File: src/rtl/sl_sram_arbiter.sv
// rtl/sl_sram_arbiter.sv - two-port round-robin arbiter sharing one single-port SRAM
module sl_sram_arbiter #(
  parameter int AW        = 12,
  parameter int DW        = 32,
  parameter int BURST_LEN = 4
) (
  input  logic          HCLK,
  input  logic          HRESETn,
  // port 0
  input  logic          REQ0,
  input  logic [AW-1:0] ADDR0,
  input  logic [DW-1:0] WDATA0,
  input  logic [3:0]    WEN0,
  output logic          GNT0,
  output logic          RVALID0,
  output logic [DW-1:0] RDATA0,
  // port 1
  input  logic          REQ1,
  input  logic [AW-1:0] ADDR1,
  input  logic [DW-1:0] WDATA1,
  input  logic [3:0]    WEN1,
  output logic          GNT1,
  output logic          RVALID1,
  output logic [DW-1:0] RDATA1,
  // SRAM macro
  output logic [AW-1:0] SRAMADDR,
  output logic [DW-1:0] SRAMWDATA,
  output logic [3:0]    SRAMWEN,
  output logic          SRAMCS,
  input  logic [DW-1:0] SRAMRDATA
);

  typedef enum logic [1:0] {
    ST_IDLE = 2'd0,
    ST_OWN0 = 2'd1,
    ST_OWN1 = 2'd2
  } state_t;

  localparam logic [3:0] BURST_MAX = 4'(BURST_LEN);

  state_t     state_q, state_d;
  logic [3:0] cnt_q, cnt_d;
  logic       last_owner_q, last_owner_d;
  logic       rvalid0_q, rvalid0_d;
  logic       rvalid1_q, rvalid1_d;

  logic       gnt0_raw, gnt1_raw;
  logic       gnt0, gnt1;
  logic [3:0] cnt_inc;

  // Arbitration: the owner keeps the SRAM until its burst quota is used up while the other port waits
  always_comb begin
    gnt0_raw = 1'b0;
    gnt1_raw = 1'b0;
    case (state_q)
      ST_IDLE: begin
        if (REQ0 && REQ1) begin
          // tie from idle goes to whoever did not own the SRAM last
          if (last_owner_q) gnt0_raw = 1'b1;
          else              gnt1_raw = 1'b1;
        end else begin
          gnt0_raw = REQ0;
          gnt1_raw = REQ1;
        end
      end
      ST_OWN0: begin
        if (REQ0 && ((cnt_q < BURST_MAX) || !REQ1)) gnt0_raw = 1'b1;
        else if (REQ1)                              gnt1_raw = 1'b1;
      end
      ST_OWN1: begin
        if (REQ1 && ((cnt_q < BURST_MAX) || !REQ0)) gnt1_raw = 1'b1;
        else if (REQ0)                              gnt0_raw = 1'b1;
      end
      default: begin
        gnt0_raw = 1'b0;
        gnt1_raw = 1'b0;
      end
    endcase
    // grants are gated by reset so the SRAM sees no access while HRESETn is low
    gnt0 = gnt0_raw & HRESETn;
    gnt1 = gnt1_raw & HRESETn;
  end

  // Next-state: track owner, saturating burst count and last owner; arm read-data return
  always_comb begin
    state_d      = ST_IDLE;
    cnt_d        = 4'd0;
    last_owner_d = last_owner_q;
    cnt_inc      = (cnt_q < BURST_MAX) ? (cnt_q + 4'd1) : BURST_MAX;
    if (gnt0) begin
      state_d      = ST_OWN0;
      last_owner_d = 1'b0;
      cnt_d        = (state_q == ST_OWN0) ? cnt_inc : 4'd1;
    end else if (gnt1) begin
      state_d      = ST_OWN1;
      last_owner_d = 1'b1;
      cnt_d        = (state_q == ST_OWN1) ? cnt_inc : 4'd1;
    end
    rvalid0_d = gnt0 && (WEN0 == 4'b0000);
    rvalid1_d = gnt1 && (WEN1 == 4'b0000);
  end

  // State register; reset clears any in-flight read return immediately
  always_ff @(posedge HCLK or negedge HRESETn) begin
    if (!HRESETn) begin
      state_q      <= ST_IDLE;
      cnt_q        <= 4'd0;
      last_owner_q <= 1'b1;
      rvalid0_q    <= 1'b0;
      rvalid1_q    <= 1'b0;
    end else begin
      state_q      <= state_d;
      cnt_q        <= cnt_d;
      last_owner_q <= last_owner_d;
      rvalid0_q    <= rvalid0_d;
      rvalid1_q    <= rvalid1_d;
    end
  end

  // SRAM drive: mux the granted port; address/data default to port 0 when idle
  always_comb begin
    SRAMCS    = gnt0 | gnt1;
    SRAMADDR  = ADDR0;
    SRAMWDATA = WDATA0;
    SRAMWEN   = 4'b0000;
    if (gnt1) begin
      SRAMADDR  = ADDR1;
      SRAMWDATA = WDATA1;
      SRAMWEN   = WEN1;
    end else if (gnt0) begin
      SRAMWEN   = WEN0;
    end
  end

  // Outputs: grants and read data, zeroed when not valid
  always_comb begin
    GNT0    = gnt0;
    GNT1    = gnt1;
    RVALID0 = rvalid0_q;
    RVALID1 = rvalid1_q;
    RDATA0  = rvalid0_q ? SRAMRDATA : '0;
    RDATA1  = rvalid1_q ? SRAMRDATA : '0;
  end

endmodule

File: config.mk
export PLATFORM = sky130hd
export DESIGN_NAME = sl_sram_arbiter
export DESIGN_NICKNAME = d
export VERILOG_FILES = /design/src/rtl/sl_sram_arbiter.sv
export SDC_FILE = /design/constraint.sdc
export NUM_CORES = 1
export LEC_CHECK = 0
export BUFFER_PORTS_ARGS = -buffer_cell sky130_fd_sc_hd__buf_4
export CORE_AREA = 5 5 93 95
export CTS_CLUSTER_DIAMETER = 80
export DETAILED_ROUTE_END_ITERATION = 12
export DIE_AREA = 0 0 98 100
export GPL_TIMING_DRIVEN = 0
export PLACE_DENSITY_LB_ADDON = 0.3
export RECOVER_POWER = 50
export SLEW_MARGIN = 10
export SYNTH_ARGS = -nofsm -noshare
export SYNTH_HDL_FRONTEND = slang
export SYNTH_SLANG_ARGS = --single-unit
File: constraint.sdc
create_clock -name HCLK -period 4.8 [get_ports HCLK]
set_input_delay 0.48 -clock HCLK [delete_from_list [all_inputs] [get_ports HCLK]]
set_output_delay 0.48 -clock HCLK [all_outputs]
set_load 0.005 [all_outputs]
Word level (Yosys, flattened, before mapping) --
Cells that the tools add are included.
Word-level totals: register bits 9, input bits 132, word-level logic and storage cells 52
Operators by class: add/subtract/negate cells 1, $lt $le $gt $ge 1, equal/unequal tests 2, muxes and demuxes 27, bitwise gates (word level) 3, reductions and logical operators 13
Operators with widths (number):
- 32-bit 2-to-1 mux | 3
- 4-bit 2-to-1 mux | 7
- 1-bit 2-to-1 mux | 12
- 12-bit 2-to-1 mux | 1
- 4-bit logical NOT | 2
- 1-bit one-hot mux with 3 select lines | 2
- 1-bit logical AND | 5
- 4-bit by 1-bit adder with 4-bit output, second input constant | 1
- 4-bit by 3-bit < comparator with 1-bit output, second input constant | 1
- 2-bit 2-to-1 mux | 2
- 1-bit bitwise AND | 2
- 2-bit by 1-bit == test with 1-bit output, second input constant | 1
- 2-bit == test, second input constant | 1
- 1-bit logical NOT | 2
- 2-bit logical NOT | 1
- 1-bit logical OR | 2
- 2-bit nonzero test | 1
- 1-bit OR | 1

Logic depth before layout (Yosys ltp) --
depth in word-level cells 8, depth in mapped cells 7, mapped depth without buffers 5

Worst setup path after synthesis --
OpenSTA, ideal clock, no wires.
path type register to output, start reg state_q[0], end out SRAMWEN[0], arrival time 1669 ps, data required time 4320 ps, setup slack 2651 ps, cell stages (with the launch flop) 7, path buffers 2, cells stage by stage dfrtp_1 -> buf_6 -> or4b_1 -> and3_1 -> and3_4 -> buf_6 -> a22o_1
Between the ends: word-level cells in the longest chain between the ends 5
RTL lines:
- start, declared | RTL line 41 | state_t state_q, state_d;
- start signal, assigned | RTL line 112 | state_q <= state_d;
- 2-bit == test (tied with other cells) | RTL line 55 | case (state_q)
- 1-bit one-hot mux with 3 select lines * | RTL line 55
- 1-bit bitwise AND * | RTL line 80 | gnt0 = gnt0_raw & HRESETn;
- named net GNT0 | RTL line 14 | output logic GNT0,
- 4-bit 2-to-1 mux * | RTL line 130 | end else if (gnt0) begin
- 4-bit 2-to-1 mux * | RTL line 126 | if (gnt1) begin
- end, declared | RTL line 28 | output logic [3:0] SRAMWEN,
The timed path passes the listed nets; every way through them passes the cells marked *.

Final worst setup path --
start reg state_q[0], end out SRAMWEN[1]
Between the ends: word-level cells in the longest chain between the ends 5
RTL lines (RTL line):
- 2-bit == test (tied with other cells) | 55
- 1-bit one-hot mux with 3 select lines | 55
- 1-bit bitwise AND | 80
- 4-bit 2-to-1 mux | 130
- 4-bit 2-to-1 mux * | 126
Mark *: on every way between the ends. The rest lies on a longest branch, timed or not.

==> results.yml <==
sta:
  slew_viol_final: 0
  clock_skew_ns: 0.002519
  period_share_pct: 58.42
  finalHoldViolCount: 0
  setup_violations: 0
  tns_ns: 0
  fin_crit_ns: 2.804
  max_freq_ghz: 0.3566
  relSlewSlack_pct: 55.47
  worst_slew_pin_slew_ns: 0.6679
  rsz0062_at_grt: "false"
synth:
  netlist_instances: 179
  syn_area_per_cell_um2: 8.297
  syn_nets: 312
  ys_warn_count: 0
  synth_area_leaders: "mux2_2 (33%), and2_1 (27%), dfrtp_1 (13%), a22o_1 (2.4%), buf_2 (2.0%)"
  synth_top_area_share_pct: 33.36
  ys_seq_elements: 9
  post-synth-top-area-cell: "mux2_2"
  synthDistinctLibCells: 30
  synthesis.area_um2: 1485
  ys_seq_area_share_pct: 15.25
placed_design:
  dpl.cell_count: 529
  portBuffers: 248
  finalWeightedCongestion: 0.8465
  dp_hpwl_mm: 7.759
final_layout:
  fillers: 761
  area_delta_synth_final_pct: 135.0
  stdcell_count: 534
  fin_nets: 565
  layout_common_cells: "buf_4 (228), mux2_2 (44), and2_1 (33), and2_0 (32), clkbuf_1 (15)"
  drive_gt1_share_pct: 69.14
  final_util_pct: 45.65
  final_common_cell: "buf_4"
clock_network:
  cts_buffers: 3
  cts_resized: 0
  cts.htree.levels: 1
  cts_tree: "built"
  cts_setup_buffers: 0
  cts_root_buf: "clkbuf_8"
  clkLatencyLatePin_ns: 0.24
  cts_buffer_depth: 2
  clk_pin_slew_ns: 0.05
  cts.sinks: 9
  hold_buffers: 0
die:
  core_um2: 7647
  die_y_um: 100
  die_area_um2: 9800
  initial_core_util_pct: 19.42
  num_rows: 32
  pin_count: 249
  die_w_um: 98
pwr:
  p_sw_share_pct: 28.11
  power_leakage_nw: 1.841
  combPwrFrac_pct: 58.3
  powerDensity_nw_per_um2: 122.2
  internal_power_w: 0.0003066
  seqPwrFrac_pct: 20.2
  finalPower_w: 0.0004265
  clockPowerShare_pct: 21.4
  p_switching_w: 0.0001199
  ir_drop_mv: 0.06503
drt:
  drc: 0
  postRouteAntennaNets: 0
  drt-met1-wl_mm: 2.642
  dr.pass1.iters: 6
  routed.top_layer: "met4"
  wl_per_cell_um: 16.03
  dr_total_vias: 2269
  drtIter0Drc: 83
  viasPerCell: 4.249
  wl_met3_mm: 1.009
  wirelength_mm: 8.562
  dr_wl_met2_mm: 4.826
worst_setup_path:
  criticalPathCategory: "flip-flop to output port"
  crit_arrival_ns: 2.32
  cp-end-kind: "output port"
  r2r-start: "state_q[0]"
  path_max_fanout: 10
  cp.required_ns: 4.32
  startpoint: "state_q[0]"
  startpoint_type: "flip-flop"
run_status:
  status: "finished clean"
global_route:
  grt_pass1_wl_mm: 12.99
  grt_max_degree: 14
  antenna_found_initial: 1
  grt-ovfl-total: 0
  grt_pass1_vias: 2501
  grtUsageTotal_pct: 16.38
flow_run:
  drv_cap: 0
min_path:
  hp-class: "input pin to async pin"
## cells by family (layout without fill, tap and decap cells)
logic type | count (synthesis) | after routing | share of synthesized area, %
buf+inv | 18 | 270 | 6.065
simple gates | 87 | 87 | 36.23
compound gates | 19 | 19 | 8.003
other cells | 1 | 2 | 0.2525
fa+ha+maj | 1 | 1 | 0.8423
mux | 44 | 44 | 33.36
flops | 9 | 9 | 15.25
## power by group through the flow
| stage | combinational [W] | sequential (W) | clock, W |
|---|---|---|---|
| 2_1_floorplan | 0.0000893 | 0.0000865 | 0 |
| 3_3_place_gp | 0.000250 | 0.0000876 | 0 |
| 3_5_place_dp | 0.000254 | 0.0000878 | 0 |
| 4_1_cts | 0.000255 | 0.0000866 | 0.0000920 |
| 5_1_grt | 0.000272 | 0.0000869 | 0.0000986 |
| 6_report | 0.000249 | 0.0000863 | 0.0000914 |
## state kept, by name, indices dropped and copies added, names as in the netlist
register and cells:
RVALID0 1, RVALID1 1, cnt_q 4, last_owner_q 1, state_q 2
## path summary, 6_finish.rpt
path	end	slack, ns	cells after the start
min	cnt_q[2]	0.25	1
min in group HCLK	last_owner_q	0.46	2
min reg2reg	last_owner_q	0.46	2
max	SRAMWEN[1]	2.00	8
max reg2reg	RVALID0	2.97	6
max in group asynchronous	RVALID0	4.12	1
## per-layer routing
metal / global-route usage [%] / up-vias
li1: - / 1107
met1: 15.13 / 989
met2: 33.61 / 166
met3: 5.907 / 7
met4: 3.940 / 0
met5: 0 / -
## worst max-delay path: stages, from the launching register on
cell	delay [ns]
dfrtp_1	0.35
clkbuf_1	0.20
nor3b_1	0.23
o21ai_0	0.11
nand4_1	0.20
clkbuf_1	0.44
inv_1	0.20
a22o_1	0.22
buf_4	0.13
## area by class of cell
cell class	count	area [um2]	area share, %
Buffer	14	66.31	1.900
Clock buffer	4	45.04	1.290
Multi-Input combinational cell	152	1169	33.48
Sequential cell	9	226.5	6.487
Timing Repair Buffer	248	1839	52.69
Inverter	4	15.01	0.4301
Tap cell	102	127.6	3.656
Antenna cell	1	2.502	0.07168
## cells in the mapped netlist
| cell | number |
|---|---|
| mux2_2 | 44 |
| nand4_1 | 1 |
| nand2b_1 | 1 |
| dfrtp_1 | 8 |
| and2_1 | 65 |
| or2_2 | 1 |
| dfstp_2 | 1 |
| nor3_1 | 1 |
| nor3b_1 | 2 |
| and3_4 | 1 |
| o21ai_0 | 6 |
| a22o_1 | 4 |
| clkbuf_1 | 6 |
| inv_1 | 4 |
| a21oi_1 | 5 |
| nor2_1 | 5 |
| o21a_1 | 2 |
| and3_1 | 1 |
| or4b_1 | 1 |
| nand3b_1 | 2 |
| a31oi_1 | 1 |
| ha_1 | 1 |
| buf_2 | 6 |
| a21boi_0 | 1 |
| or3_1 | 1 |
| buf_6 | 2 |
| or4_1 | 1 |
| nor4_1 | 1 |
| nand2_1 | 3 |
| conb_1 | 1 |
## per-stage QoR
step	instance area, um2	setup WS, ns	hold slack [ns]
after global routing	3491	1.752	0.2966
after CTS	3520	2.203	0.07763
after floorplan	1485	2.651	0.1844
final	3491	1.996	0.2509
after global placement	3475	2.452	0.3235
after detailed placement	3475	2.416	0.3268
Note: power is estimated with default switching activity, not from simulation.
